$ cat config.mk
export PLATFORM = sky130hd
export DESIGN_NAME = mesi_isc_breq_arb_flat
export DESIGN_NICKNAME = d
export VERILOG_FILES = /design/src/rtl/mesi_isc_breq_arb_if.sv /design/src/rtl/mesi_isc_breq_arb.sv /design/src/flat_wrapper.sv
export SDC_FILE = /design/constraint.sdc
export NUM_CORES = 1
export LEC_CHECK = 0
export ABC_AREA = 1
export ABC_CLOCK_PERIOD_IN_PS = 1900
export BUFFER_PORTS_ARGS = -buffer_cell sky130_fd_sc_hd__buf_2
export CELL_PAD_IN_SITES_DETAIL_PLACEMENT = 1
export CELL_PAD_IN_SITES_GLOBAL_PLACEMENT = 1
export CORE_MARGIN = 5
export CORE_UTILIZATION = 28
export CTS_CLUSTER_SIZE = 40
export DETAILED_ROUTE_END_ITERATION = 10
export GPL_TIMING_DRIVEN = 0
export PLACE_DENSITY = 0.78
export SYNTH_ARGS = -nofsm -noshare
export SYNTH_HDL_FRONTEND = slang
export SYNTH_SLANG_ARGS = --single-unit
$ cat constraint.sdc
create_clock -name clk -period 1.9 [get_ports clk]
set_input_delay 0.19 -clock clk [delete_from_list [all_inputs] [get_ports clk]]
set_output_delay 0.19 -clock clk [all_outputs]
set_load 0.05 [all_outputs]
$ cat src/rtl/mesi_isc_breq_arb_if.sv
// Main-bus request side and broadcast-FIFO write side of the broadcast request arbiter.
// The master modport drives the CPU commands/addresses and the FIFO full flag.
interface mesi_isc_breq_arb_if #(
    parameter int MBUS_CMD_WIDTH   = 3,
    parameter int ADDR_WIDTH       = 32,
    parameter int BROAD_TYPE_WIDTH = 2,
    parameter int BROAD_ID_WIDTH   = 5
);
    logic [4*MBUS_CMD_WIDTH-1:0] mbus_cmd_array_i;
    logic [4*ADDR_WIDTH-1:0]     mbus_addr_array_i;
    logic                        fifo_status_full_i;
    logic [3:0]                  mbus_ack_array_o;
    logic                        broad_fifo_wr_o;
    logic [ADDR_WIDTH-1:0]       broad_addr_o;
    logic [BROAD_TYPE_WIDTH-1:0] broad_type_o;
    logic [1:0]                  broad_cpu_id_o;
    logic [BROAD_ID_WIDTH-1:0]   broad_id_o;

    modport master (
        output mbus_cmd_array_i, mbus_addr_array_i, fifo_status_full_i,
        input  mbus_ack_array_o, broad_fifo_wr_o, broad_addr_o, broad_type_o,
               broad_cpu_id_o, broad_id_o
    );

    modport slave (
        input  mbus_cmd_array_i, mbus_addr_array_i, fifo_status_full_i,
        output mbus_ack_array_o, broad_fifo_wr_o, broad_addr_o, broad_type_o,
               broad_cpu_id_o, broad_id_o
    );
endinterface

$ cat src/rtl/mesi_isc_breq_arb.sv
// Round-robin arbiter for WR_BROAD/RD_BROAD requests from 4 CPUs; writes one
// broadcast entry into the broadcast FIFO and acks the winner, at most every 2 cycles.
module mesi_isc_breq_arb #(
    parameter int MBUS_CMD_WIDTH   = 3,
    parameter int ADDR_WIDTH       = 32,
    parameter int BROAD_TYPE_WIDTH = 2,
    parameter int BROAD_ID_WIDTH   = 5
) (
    input  logic                 clk,
    input  logic                 rst,
    mesi_isc_breq_arb_if.slave   bus
);
    typedef enum logic {IDLE = 1'b0, ACK = 1'b1} state_e;

    localparam logic [MBUS_CMD_WIDTH-1:0]   CMD_WR_BROAD = MBUS_CMD_WIDTH'(3);
    localparam logic [MBUS_CMD_WIDTH-1:0]   CMD_RD_BROAD = MBUS_CMD_WIDTH'(4);
    localparam logic [BROAD_TYPE_WIDTH-1:0] TYPE_WR      = BROAD_TYPE_WIDTH'(1);
    localparam logic [BROAD_TYPE_WIDTH-1:0] TYPE_RD      = BROAD_TYPE_WIDTH'(2);

    state_e                      state_q, state_d;
    logic [1:0]                  rr_ptr_q, rr_ptr_d;
    logic [BROAD_ID_WIDTH-1:0]   id_cnt_q, id_cnt_d;
    logic [3:0]                  ack_q, ack_d;
    logic                        wr_q, wr_d;
    logic [ADDR_WIDTH-1:0]       addr_q, addr_d;
    logic [BROAD_TYPE_WIDTH-1:0] type_q, type_d;
    logic [1:0]                  cpu_id_q, cpu_id_d;
    logic [BROAD_ID_WIDTH-1:0]   id_q, id_d;

    logic [MBUS_CMD_WIDTH-1:0]   cmd [4];
    logic [ADDR_WIDTH-1:0]       addr [4];
    logic [3:0]                  req;
    logic                        found;
    logic [1:0]                  winner;
    logic [1:0]                  idx;

    // Request decode and round-robin pick: scan from the CPU after the last winner.
    always_comb begin
        // NOTE: every variable gets a default first so no path leaves it unassigned (no latch).
        found  = 1'b0;
        winner = rr_ptr_q;
        idx    = rr_ptr_q;
        for (int i = 0; i < 4; i++) begin
            cmd[i]  = bus.mbus_cmd_array_i[i*MBUS_CMD_WIDTH +: MBUS_CMD_WIDTH];
            addr[i] = bus.mbus_addr_array_i[i*ADDR_WIDTH +: ADDR_WIDTH];
            req[i]  = (cmd[i] == CMD_WR_BROAD) || (cmd[i] == CMD_RD_BROAD);
        end
        for (int k = 1; k <= 4; k++) begin
            idx = rr_ptr_q + 2'(k);
            if (!found && req[idx]) begin
                found  = 1'b1;
                winner = idx;
            end
        end
    end

    always_comb begin
        state_d  = state_q;
        rr_ptr_d = rr_ptr_q;
        id_cnt_d = id_cnt_q;
        ack_d    = 4'b0000;
        wr_d     = 1'b0;
        addr_d   = addr_q;
        type_d   = type_q;
        cpu_id_d = cpu_id_q;
        id_d     = id_q;
        case (state_q)
            IDLE: begin
                if (found && !bus.fifo_status_full_i) begin
                    state_d         = ACK;
                    ack_d[winner]   = 1'b1;
                    wr_d            = 1'b1;
                    addr_d          = addr[winner];
                    type_d          = (cmd[winner] == CMD_WR_BROAD) ? TYPE_WR : TYPE_RD;
                    cpu_id_d        = winner;
                    id_d            = id_cnt_q;
                    rr_ptr_d        = winner;
                    id_cnt_d        = id_cnt_q + 1'b1;
                end
            end
            // Full is ignored here: the in-flight write always completes.
            ACK:     state_d = IDLE;
            default: state_d = IDLE;
        endcase
    end

    // rr_ptr resets to 3 so CPU0 has highest priority after reset.
    always_ff @(posedge clk or posedge rst) begin
        // NOTE: sequential state uses non-blocking assignments so all registers update together.
        if (rst) begin
            state_q  <= IDLE;
            rr_ptr_q <= 2'd3;
            id_cnt_q <= '0;
            ack_q    <= '0;
            wr_q     <= 1'b0;
            addr_q   <= '0;
            type_q   <= '0;
            cpu_id_q <= '0;
            id_q     <= '0;
        end else begin
            state_q  <= state_d;
            rr_ptr_q <= rr_ptr_d;
            id_cnt_q <= id_cnt_d;
            ack_q    <= ack_d;
            wr_q     <= wr_d;
            addr_q   <= addr_d;
            type_q   <= type_d;
            cpu_id_q <= cpu_id_d;
            id_q     <= id_d;
        end
    end

    assign bus.mbus_ack_array_o = ack_q;
    assign bus.broad_fifo_wr_o  = wr_q;
    assign bus.broad_addr_o     = addr_q;
    assign bus.broad_type_o     = type_q;
    assign bus.broad_cpu_id_o   = cpu_id_q;
    assign bus.broad_id_o       = id_q;
endmodule

$ cat src/flat_wrapper.sv
// flat-port wrapper written by rule: the top's interface ports become plain ports
module mesi_isc_breq_arb_flat 
#(
    parameter int MBUS_CMD_WIDTH   = 3,
    parameter int ADDR_WIDTH       = 32,
    parameter int BROAD_TYPE_WIDTH = 2,
    parameter int BROAD_ID_WIDTH   = 5
)
  (clk, rst, bus_mbus_cmd_array_i, bus_mbus_addr_array_i, bus_fifo_status_full_i, bus_mbus_ack_array_o, bus_broad_fifo_wr_o, bus_broad_addr_o, bus_broad_type_o, bus_broad_cpu_id_o, bus_broad_id_o);
  mesi_isc_breq_arb_if #(.MBUS_CMD_WIDTH(MBUS_CMD_WIDTH), .ADDR_WIDTH(ADDR_WIDTH), .BROAD_TYPE_WIDTH(BROAD_TYPE_WIDTH), .BROAD_ID_WIDTH(BROAD_ID_WIDTH)) bus_i ();
  input  logic clk;
  input  logic rst;
  input wire logic [$bits(bus_i.mbus_cmd_array_i)-1:0] bus_mbus_cmd_array_i;
  input wire logic [$bits(bus_i.mbus_addr_array_i)-1:0] bus_mbus_addr_array_i;
  input wire logic [$bits(bus_i.fifo_status_full_i)-1:0] bus_fifo_status_full_i;
  output wire logic [$bits(bus_i.mbus_ack_array_o)-1:0] bus_mbus_ack_array_o;
  output wire logic [$bits(bus_i.broad_fifo_wr_o)-1:0] bus_broad_fifo_wr_o;
  output wire logic [$bits(bus_i.broad_addr_o)-1:0] bus_broad_addr_o;
  output wire logic [$bits(bus_i.broad_type_o)-1:0] bus_broad_type_o;
  output wire logic [$bits(bus_i.broad_cpu_id_o)-1:0] bus_broad_cpu_id_o;
  output wire logic [$bits(bus_i.broad_id_o)-1:0] bus_broad_id_o;
  assign bus_i.mbus_cmd_array_i = bus_mbus_cmd_array_i;
  assign bus_i.mbus_addr_array_i = bus_mbus_addr_array_i;
  assign bus_i.fifo_status_full_i = bus_fifo_status_full_i;
  assign bus_mbus_ack_array_o = bus_i.mbus_ack_array_o;
  assign bus_broad_fifo_wr_o = bus_i.broad_fifo_wr_o;
  assign bus_broad_addr_o = bus_i.broad_addr_o;
  assign bus_broad_type_o = bus_i.broad_type_o;
  assign bus_broad_cpu_id_o = bus_i.broad_cpu_id_o;
  assign bus_broad_id_o = bus_i.broad_id_o;
  mesi_isc_breq_arb #(.MBUS_CMD_WIDTH(MBUS_CMD_WIDTH), .ADDR_WIDTH(ADDR_WIDTH), .BROAD_TYPE_WIDTH(BROAD_TYPE_WIDTH), .BROAD_ID_WIDTH(BROAD_ID_WIDTH)) u_core (.clk(clk), .rst(rst), .bus(bus_i));
endmodule
==> key figures, run 1 <==
Yosys
  – Ys Warns: 0
  – Synth unique cells: 26
  – Register bit total from synthesis: 53
  – Area share of the largest cell type after synthesis: 0.3359
  – Syn avg cell area: 6.909 µm²
  – Simple-gate share of the synthesized area: 0.5193
  – Synthesized instance count: 550
  – Post-synth top area cell: dfrtp_1
  – Sequential share of the synthesized area: 0.3497
  – Area share of fa/ha/maj cells after synthesis: 0.003293
  – Net Count, Synth: 694
  – Largest family of logic cells by synthesized area: simple AND/OR/NAND/NOR gates
  – Xor/xnor share of the synthesized area: 0.01350
  – Compound-Gate Fraction of Synth Area: 0.01910
  – Mux cell area share after synthesis: 0
  – Top cells by area, synth: dfrtp_1 (34%), nand2_1 (27%), nand3_1 (13%), nand3_2 (8.7%), buf_12 (2.1%)
  – Mapped Area: 3800 µm²

Global routing
  – Total grt overflow: 0
  – Vias in the first global route: 5087
  – First-pass GRT wire length: 26.43 mm
  – GRT Total Usage: 0.2028
  – Pin count of the biggest net entering global routing: 29
  – Initial antenna violation count: 0

Clock network
  – Clock sink total: 53
  – Clk slew on worst S/H paths: 0.08 ns
  – Clk Latency, worst-skew pair: 0.30 ns
  – Clock Path Buffers: 2
  – H-tree Lvls: 2
  – CTS tree: yes
  – Root Buffer: clkbuf_16
  – CTS Buf Count: 5

Final layout
  – Fin nets: 929
  – Post-Route Utilization: 0.4884
  – Commonest non-fill, non-tap cell in the layout: nand2_1
  – Layout fillers: 1688
  – # diodes: 0
  – Syn-to-layout area delta: 70.89%
  – Ratio of cells with drive above 1 in the final layout: 0.5191
  – Most frequent cells in the layout: nand2_1 (235), buf_2 (188), nand3_2 (67)

Place
  – Port-buffer cells: 188
  – HPWL Detailed: 12.59 mm
  – Place WS: -0.5168 ns
  – GPL Wtd Cong: 0.8421

STA
  – Slew headroom: 0.5678
  – Fin crit share: 1.211
  – Fin crit period: 2.302 ns
  – Worst Tran Pin Value: 0.6473 ns
  – RSZ-0062 raised after global routing: true
  – Hold slack: 0.2194 ns
  – Max Freq: 0.4344 GHz
  – Setup slack after layout: -0.4018 ns
  – Max Slew Vio Count: 0
  – Final clock skew: 0.01177 ns
  – Final hold vios: 0
  – Final setup viols: 53

Setup path
  – Worst path arrival time: 2.54 ns
  – WS Path Type: reg2reg
  – CP Data Required Time: 2.14 ns
  – Capturing element type of the critical path: flop
  – Critical-path maximum fanout: 7
  – Critical path origin: u_core.rr_ptr_q[0]
  – CP startpoint kind: flop
  – Reg-to-Reg Start: u_core.rr_ptr_q[0]

Detailed routing
  – Router iterations before antenna repair: 4
  – Drt drc: 0
  – Routed Antenna Nets: 0
  – Vias per cell: 4.909
  – DRT iter0 DRCs: 184
  – Routed length per instance: 18.71 µm
  – Routed vias: 4722
  – Post-Route WL: 18.00 mm

Min path
  – Min-delay src: bus_mbus_addr_array_i[8]
  – Worst min-delay path category: in2reg

Floorplanning
  – Area of the core: 13300 µm²
  – Die Ht: 126.5 µm
  – Die Width: 126.5 µm
  – Site Rows: 42
  – Die ar.: 16000 µm²
  – Io pins: 189
  – Initial Util: 0.2858

Run status
  – Failing checks: setup timing
  – Status: finished, violations left

Run
  – Maxcap violations: 0
## path summary, 6_finish.rpt
check / slack (ns) / cells past startpoint / end
max in group asynchronous: 0.80 / 4 / u_core.bus.broad_addr_o[18]
min: 0.22 / 5 / u_core.bus.broad_addr_o[8]
min in group asynchronous: 0.51 / 3 / u_core.bus.broad_cpu_id_o[1]
min reg2reg: 0.48 / 2 / u_core.bus.broad_addr_o[13]
max reg2reg: -0.40 / 16 / u_core.bus.broad_addr_o[29]
max: -0.40 / 16 / u_core.bus.broad_addr_o[29]
## cell families (layout without fill, tap and decap cells)
logic type / Yosys count / in the layout
AO/OA/AOI/OAI: 14 / 14
XOR/XNOR: 5 / 5
adder cells (fa/ha/maj): 1 / 1
buffers and inverters: 54 / 290
flip-flops: 53 / 53
AND/OR/NAND/NOR: 423 / 423
## layer usage
layer | vias to the layer above | wire length, µm | track usage
li1 | 2251 | - | -
met5 | - | 0 | 0
met4 | 0 | 171 | 0.02839
met2 | 153 | 9758 | 0.3882
met3 | 16 | 1066 | 0.03741
met1 | 2302 | 6998 | 0.2393
## critical path, cell delays in order, from the launching register on
cell and delay [ns]:
dfstp_2 0.55, buf_6 0.13, inv_4 0.04, buf_8 0.14, nand3_1 0.11, nand3_2 0.11
nand2_4 0.09, nand4_1 0.21, nand2_4 0.19, buf_12 0.15, buf_8 0.13, nand2_2 0.05
nand2_2 0.07, nand2_2 0.06, nand3_2 0.05, nand2_1 0.05, nand2_1 0.08
## area by class of cell
class | count | area, µm² | area share
clock buffers | 5 | 125.1 | 0.01927
flip-flops and latches | 53 | 1329 | 0.2046
well taps | 176 | 220.2 | 0.03391
plain buffers | 32 | 466.7 | 0.07187
repair buffers | 231 | 1575 | 0.2426
inverters | 19 | 86.33 | 0.01329
clock inverters | 3 | 28.78 | 0.004432
multi-input cells | 443 | 2663 | 0.4100
## flip-flops by register name (all words and copies together) (netlist names)
| register | flops |
|---|---|
| u_core.bus.broad_cpu_id_o | 2 |
| u_core.bus.broad_addr_o | 32 |
| u_core.bus.broad_type_o | 2 |
| u_core.bus.mbus_ack_array_o | 4 |
| u_core.id_cnt_q | 5 |
| u_core.rr_ptr_q | 2 |
| u_core.bus.broad_id_o | 5 |
| u_core.state_q | 1 |
## cells in the mapped netlist
library cell  count
nand2_1         270
nand3_1          99
dfrtp_1          51
nand3_2          33
buf_2            16
inv_1            15
o21ai_0           8
buf_4             7
buf_6             6
nor2_1            6
nand4_1           5
buf_12            4
nand2_2           4
o21ai_1           4
xor2_1            4
inv_2             3
nor3_1            3
clkbuf_1          2
dfstp_2           2
nand2_4           2
a21o_1            1
a21oi_1           1
ha_1              1
inv_4             1
nand3_4           1
xnor2_2           1
## timing repair
action,in CTS,in global routing
resized for setup,83,122
setup buffers,17,14
pin swaps,11,29
gates cloned,7,3
endpoints found under the setup margin,53,53
hold buffers,1,0
hold endpoints to repair,12,0
## metrics by stage
stage	TNS [ns]	cell area (µm²)	cells
3_3_place_gp	-34.04	5001	914
4_1_cts	-11.90	5842	948
5_1_grt	-21.01	6494	962
3_5_place_dp	-19.84	5021	915
2_1_floorplan	-2.818	3840	550
6_report	-15.37	6494	962
Power of run 1 is left out: the tool's default activity adds up to more than one toggle a clock period on the data nets, which glitch-free logic cannot reach.
==> inputs of run 2 (changes only) <==
Settings changed: ABC_AREA 1 to 0.
==> run 2 against run 1 <==
  * Synthesized cell count down 33%
  * Critical endpoint is now u_core.bus.broad_addr_o[27]
  * Critical path depth shrank 9
  * Utilization down 1.1 points
  * Largest cell class unchanged
  * Sequential share of layout area rose by 3.8 points
  * Final area down 16%
  * Die area is 12% lower
  * Clock skew down 0.0044 ns
  * Hold slack worse by 0.020 ns
  * Clock-buffer cell count rose by 2
  * Register-to-register slack improved by 0.19 ns
  * Worst setup slack improved by 0.19 ns
  * The flow still finishes with violations (setup timing)
==> key figures, run 2 <==
STA
  – Final setup viols: 37 (-30%)
  – Max Slew Vio Count: 0 (unchanged)
  – RSZ-0062 raised after global routing: true
  – Worst Tran Pin Value: 0.6194 ns (-0.02789 ns)
  – Slew headroom: 0.5855 (+0.01770)
  – Setup slack after layout: -0.2094 ns (+0.1924 ns)
  – Max Freq: 0.4741 GHz (+9.1%)
  – Fin crit share: 1.110 (-0.1013)
  – Fin crit period: 2.109 ns (-0.1924 ns)
  – Hold slack: 0.1993 ns (-0.02014 ns)
  – Final clock skew: 0.007398 ns (-0.004374 ns)
  – Final hold vios: 0 (unchanged)

Setup path
  – Capturing element type of the critical path: flop
  – Crit path max-delay family: compound AO/OA/AOI/OAI gates
  – Worst R2R Path Depth: 7 (-9)
  – WS Path Type: reg2reg
  – CP cell instances: clkinvlp_4 > nor3_4 > o21a_4 > buf_6 > o21ai_0 > a21oi_1 > o22a_1
  – Reg-to-Reg Start: u_core.rr_ptr_q[0]
  – Stages on the worst setup path: 7 (-9)
  – CP Buf/Inv Count: 2 (-3)
  – Critical path origin: u_core.rr_ptr_q[0]
  – Flop2flop setup slack: -0.21 ns (+0.19 ns)
  – CP Data Required Time: 2.14 ns (about the same)
  – Worst path arrival time: 2.35 ns (-0.19 ns)
  – Crit-path slowest cell: dfstp_2
  – CP startpoint kind: flop
  – CP max stage delay: 0.61 ns (+0.06 ns)
  – Critical-path maximum fanout: 8 (+1)

Yosys
  – Post-synth top area cell: dfrtp_1
  – Area share of the largest cell type after synthesis: 0.3881 (+0.05227)
  – EDFF count, synth: 0 (unchanged)
  – Net Count, Synth: 510 (-27%)
  – Top cells by area, synth: dfrtp_1 (39%), a221o_1 (6.4%), a21oi_1 (5.9%), o22a_1 (5.6%), nand3_1 (5.3%)
  – Top cells by count, synth: dfrtp_1 (51), a21oi_1 (39), nand3_1 (35), o21ai_0 (34), nand2_1 (27)
  – Synth Flop Type: dfrtp_1
  – Syn avg cell area: 8.984 µm² (+30%)
  – Synth unique cells: 51 (+96%)
  – Synthesized instance count: 366 (-33%)
  – Top-count cell post-synth: dfrtp_1
  – Mapped Area: 3288 µm² (-13%)
  – Ys Warns: 0 (unchanged)
  – Sequential share of the synthesized area: 0.4041 (+0.05442)
  – Register bit total from synthesis: 53 (unchanged)
  – Ys async rst share: 1.000 (unchanged)

Pwr
  – Final Total Pwr: 8.777 mW
  – Static Leak: 2.543 nW
  – Peak VDD IR: 0.6945 mV
  – PD cells: 1603 nW/µm²

Detailed routing
  – Routed length per instance: 22.16 µm (+18%)
  – Vias per cell: 5.566 (+13%)
  – Routed Antenna Nets: 0 (unchanged)
  – Post-Route WL: 16.40 mm (-8.9%)
  – Router iterations before antenna repair: 4 (unchanged)
  – DRT iter0 DRCs: 197 (+7.1%)
  – Routed vias: 4119 (-13%)
  – Drt drc: 0 (unchanged)

Final layout
  – Syn-to-layout area delta: 66.48%
  – Max reg flops: 32 (unchanged)
  – Area of all placed cells without fillers: 5474 µm² (-16%)
  – Ratio of cells with drive above 1 in the final layout: 0.5923 (+0.07320)
  – Commonest non-fill, non-tap cell in the layout: buf_2
  – Fin nets: 739 (-20%)
  – Most frequent cells in the layout: buf_2 (192), dfrtp_1 (51), nand3_1 (34)
  – Post-Route Utilization: 0.4774 (-0.01106)

Clock network
  – H-tree Lvls: 2 (unchanged)
  – Clock sink total: 53 (unchanged)
  – Root Buffer: clkbuf_16
  – Clk Latency, worst-skew pair: 0.29 ns (about the same)
  – CTS tree: yes
  – Clk slew on worst S/H paths: 0.08 ns (about the same)
  – Clock Path Buffers: 2 (unchanged)
  – CTS Buf Count: 5 (unchanged)

Place
  – Port-buffer cells: 188 (unchanged)
  – Placed Area: 4428 µm² (-12%)
  – HPWL Detailed: 11.07 mm (-12%)
  – GPL Wtd Cong: 0.8437 (+0.19%)

Run status
  – Status: finished, violations left
  – Failing checks: setup timing

Floorplanning
  – Area of the core: 11470 µm² (-14%)
  – Initial Util: 0.2867 (+0.0009347)
  – Io pins: 189 (unchanged)
  – Die Width: 118.4 µm (-6.4%)
  – Site Rows: 39 (-7.1%)
  – Die Ht: 118.4 µm (-6.4%)
  – Die ar.: 14010 µm² (-12%)

Min path
  – Worst min-delay path category: in2reg
  – Worst Hold Depth: 3 (-2)
  – Min-delay src: bus_mbus_addr_array_i[126]

Global routing
  – Initial antenna violation count: 1 (+1)
  – First-pass GRT wire length: 24.17 mm (-8.6%)
  – Total grt overflow: 0 (unchanged)
  – Pin count of the biggest net entering global routing: 33 (+14%)
  – Vias in the first global route: 4511 (-11%)
  – GRT Total Usage: 0.2102 (+0.007420)

Run
  – Maxcap violations: 0 (unchanged)
==> run 2: repair_timing <==
| action | CTS | global route |
|---|---|---|
| gates resized for setup | 93 | 93 |
| buffers inserted | 14 | 12 |
| pin swaps | 14 | 64 |
| setup endpoints to repair | 40 | 48 |
| gates cloned | 3 | 3 |
| endpoints found under the hold margin | 21 | 0 |
| hold buffers | 1 | 0 |
==> run 2: kinds of logic (layout without fill, tap and decap cells) <==
| logic type | Yosys count | after routing | share of synthesized area |
|---|---|---|---|
| other | 0 | 1 | 0 |
| AND/OR/NAND/NOR | 110 | 110 | 0.1712 |
| flip-flops | 53 | 53 | 0.4041 |
| AO/OA/AOI/OAI | 160 | 160 | 0.3493 |
| buffers and inverters | 38 | 268 | 0.06088 |
| XOR/XNOR | 4 | 4 | 0.01065 |
| adder cells (fa/ha/maj) | 1 | 1 | 0.003805 |
==> run 2: tightest hold or removal path, stage by stage <==
cell	delay (ns)
buf_2	0.09
a221oi_2	0.05
a21oi_1	0.11
==> run 2: where the power goes <==
group          internal [mW]  leakage (nW)  switching [mW]
Sequential              1.64         0.620           0.337
Combinational           2.06          1.86            3.82
Clock                  0.492        0.0641           0.424
Total                   4.19          2.54            4.58
==> run 2: area by class of cell <==
| type | count | area (µm²) |
|---|---|---|
| Antenna cell | 1 | 2.502 |
| Buffer | 33 | 344.1 |
| Clock buffer | 7 | 132.6 |
| Clock inverter | 1 | 7.507 |
| Fill cell | 1340 | 5993 |
| Inverter | 5 | 25.02 |
| Multi-Input combinational cell | 275 | 2191 |
| Sequential cell | 53 | 1329 |
| Tap cell | 143 | 178.9 |
| Timing Repair Buffer | 222 | 1264 |
==> run 2: through the flow <==
step | setup WS [ns] | setup TNS, ns | instances
floorplan | 0.01127 | 0 | 366
global placement | -0.5671 | -38.90 | 697
detailed placement | -0.5958 | -20.33 | 698
CTS | -0.07250 | -1.387 | 724
global route | -0.2977 | -8.384 | 740
finish | -0.2094 | -6.043 | 740
==> run 2: per-layer routing <==
layer,GRT usage,part of all wire,vias to the layer above
met4,0.08530,0.040,0
li1,-,-,1873
met2,0.3695,0.52,132
met1,0.2522,0.40,2070
met5,0,0,-
met3,0.03868,0.037,44
==> run 2: final timing paths <==
kind | end
setup / recovery | u_core.bus.broad_addr_o[27]
hold / removal | u_core.bus.broad_addr_o[30]
setup reg to reg | u_core.bus.broad_addr_o[27]
hold reg to reg | u_core.bus.broad_id_o[3]
max in group asynchronous | u_core.rr_ptr_q[1]
min in group asynchronous | u_core.bus.broad_addr_o[11]
Note: power is estimated with default switching activity, not from simulation.
==> inputs of run 3 (changes only) <==
Settings changed: SETUP_SLACK_MARGIN set to 0.05.
==> run 3 against run 2 <==
  * The flow still finishes with violations (setup timing)
  * Final cell count fell by 0.81%
  * Clock skew rose by 0.0014 ns
  * Maximum frequency rose by 1.5%
  * Sequential share of layout area rose by 0.48 points
  * Critical path depth did not move
  * Sequential cell count did not move
  * Critical path type unchanged
  * First-iteration DRC count rose by 27%
  * Die area did not move
  * Highest routed layer unchanged
  * Largest power group unchanged
  * Largest cell class unchanged
  * Hold slack got worse by 0.021 ns
  * Utilization fell by 0.92 points
==> key figures, run 3 (synthesis results as in run 2) <==
STA
  – Fin crit period: 2.077 ns (-0.03214 ns)
  – Slew headroom: 0.5948 (+0.009248)
  – Setup slack after layout: -0.1772 ns (+0.03215 ns)
  – Final hold vios: 0 (unchanged)
  – RSZ-0062 raised after global routing: true
  – Max Slew Vio Count: 0 (unchanged)
  – Max Freq: 0.4814 GHz (+1.5%)
  – Fin crit share: 1.093 (-0.01692)
  – Worst Tran Pin Value: 0.6056 ns (-0.01382 ns)
  – Final setup viols: 37 (unchanged)
  – Final clock skew: 0.008752 ns (+0.001354 ns)

Clock network
  – H-tree Lvls: 2 (unchanged)
  – Clock Path Buffers: 2 (unchanged)
  – Root Buffer: clkbuf_16
  – Clk slew on worst S/H paths: 0.08 ns (about the same)
  – Clock sink total: 53 (unchanged)
  – Clk Latency, worst-skew pair: 0.30 ns (about the same)
  – CTS tree: yes
  – CTS Buf Count: 5 (unchanged)

Global routing
  – Initial antenna violation count: 1 (unchanged)
  – GRT Total Usage: 0.2079 (-0.002367)
  – Vias in the first global route: 4468 (-0.95%)
  – Pin count of the biggest net entering global routing: 30 (-9.1%)
  – First-pass GRT wire length: 23.77 mm (-1.7%)
  – Total grt overflow: 0 (unchanged)

Final layout
  – Ratio of cells with drive above 1 in the final layout: 0.5661 (-0.02618)
  – Commonest non-fill, non-tap cell in the layout: buf_2
  – Area of all placed cells without fillers: 5369 µm² (-1.9%)
  – Syn-to-layout area delta: 63.28%
  – Post-Route Utilization: 0.4682 (-0.009166)
  – Most frequent cells in the layout: buf_2 (196), dfrtp_1 (51), nand3_1 (34)
  – Fin nets: 733 (-0.81%)
  – Max reg flops: 32 (unchanged)

Min path
  – Min-delay src: bus_mbus_addr_array_i[76]
  – Worst min-delay path category: in2reg

Setup path
  – Critical-path maximum fanout: 10 (+2)
  – CP max stage delay: 0.60 ns (about the same)
  – CP Data Required Time: 2.08 ns (-0.06 ns)
  – Worst path arrival time: 2.25 ns (-0.10 ns)
  – WS Path Type: reg2reg
  – Crit-path slowest cell: dfstp_2
  – Reg-to-Reg Start: u_core.rr_ptr_q[0]
  – CP startpoint kind: flop
  – Capturing element type of the critical path: flop
  – CP cell instances: clkinvlp_4 > buf_4 > a41oi_2 > nand2_2 > buf_6 > a221o_1 > o22a_1
  – Critical path origin: u_core.rr_ptr_q[0]

Pwr
  – Static Leak: 2.499 nW (-1.7%)
  – Peak VDD IR: 0.7682 mV (+11%)
  – PD cells: 1607 nW/µm² (+0.20%)

Run
  – Maxcap violations: 0 (unchanged)

Floorplanning
  – Site Rows: 39 (unchanged)
  – Initial Util: 0.2867 (unchanged)
  – Area of the core: 11470 µm² (unchanged)
  – Die Ht: 118.4 µm (unchanged)
  – Io pins: 189 (unchanged)
  – Die Width: 118.4 µm (unchanged)
  – Die ar.: 14010 µm² (unchanged)

Place
  – Place WS: -0.6391 ns (-0.04325 ns)
  – Placed Area: 4428 µm² (unchanged)
  – GPL Wtd Cong: 0.8443 (about the same)
  – Port-buffer cells: 188 (unchanged)
  – HPWL Detailed: 11.07 mm (about the same)

Detailed routing
  – Drt drc: 0 (unchanged)
  – Router iterations before antenna repair: 4 (unchanged)
  – Routed Antenna Nets: 0 (unchanged)
  – Routed length per instance: 21.43 µm (-3.3%)
  – DRT iter0 DRCs: 251 (+27%)
  – Post-Route WL: 15.73 mm (-4.1%)
  – Vias per cell: 5.511 (-0.99%)
  – Routed vias: 4045 (-1.8%)

Run status
  – Failing checks: setup timing
  – Status: finished, violations left
run 3: cell types whose count changed in the layout (fill, tap and decap cells not counted), sizes merged:
cell	before	now
inv	4	6
buf	239	238
clkbuf	22	15
run 3: path summary, 6_finish.rpt:
check                                               to  slack [ns]  cells past startpoint
setup reg to reg            u_core.bus.broad_addr_o[5]       -0.18                      7
max in group asynchronous           u_core.rr_ptr_q[0]        0.78                      4
hold / removal             u_core.bus.broad_addr_o[12]        0.18                      3
setup / recovery            u_core.bus.broad_addr_o[5]       -0.18                      7
hold reg to reg               u_core.bus.broad_id_o[1]        0.49                      2
min in group asynchronous     u_core.bus.broad_id_o[2]        0.49                      3
run 3: worst max-delay path: cells and delay by family, from the launching register on:
family / cells / cell delay, ns
buffers and inverters: 3 / 0.57
and+or+nand+nor: 1 / 0.14
DFF: 1 / 0.60
AOI/OAI and AO/OA: 3 / 0.65
run 3: layer usage:
| layer | routed length (µm) | GRT usage | up-vias |
|---|---|---|---|
| met5 | 0 | 0 | - |
| met4 | 458 | 0.07957 | 0 |
| met3 | 597 | 0.03916 | 31 |
| met2 | 8455 | 0.3808 | 124 |
| met1 | 6215 | 0.2377 | 2033 |
| li1 | - | - | 1857 |
run 3: final cells by class:
class / count / area [µm²]
Sequential cell: 53 / 1329
Tap cell: 143 / 178.9
Clock inverter: 3 / 25.02
Clock buffer: 5 / 125.1
Antenna cell: 1 / 2.502
Inverter: 5 / 25.02
Multi-Input combinational cell: 275 / 2131
Timing Repair Buffer: 216 / 1222
Buffer: 33 / 330.3
Fill cell: 1373 / 6098
run 3: what timing repair did:
item,in CTS,in global routing
buffers inserted,12,8
setup endpoints to repair,40,48
gates cloned,3,3
endpoints found under the hold margin,24,0
resized for setup,94,72
pin swaps,18,40
hold buffers,1,0
run 3: report_power, final:
group | internal (mW) | switching [mW] | total [mW]
sequential | 1.64 | 0.333 | 1.97
combinational | 1.97 | 3.72 | 5.70
clock | 0.500 | 0.457 | 0.956
run 3: through the flow:
step                      std cells  total power [mW]  TNS [ns]  hold WS, ns
after floorplan                 366             5.124         0       0.3956
after global placement          697             6.312    -37.97       0.4554
after detailed placement        698             6.423    -19.91       0.2832
after CTS                       722             8.068   -0.9737       0.1895
after global routing            734             9.041    -6.607       0.1793
final                           734             8.626    -4.566       0.1782
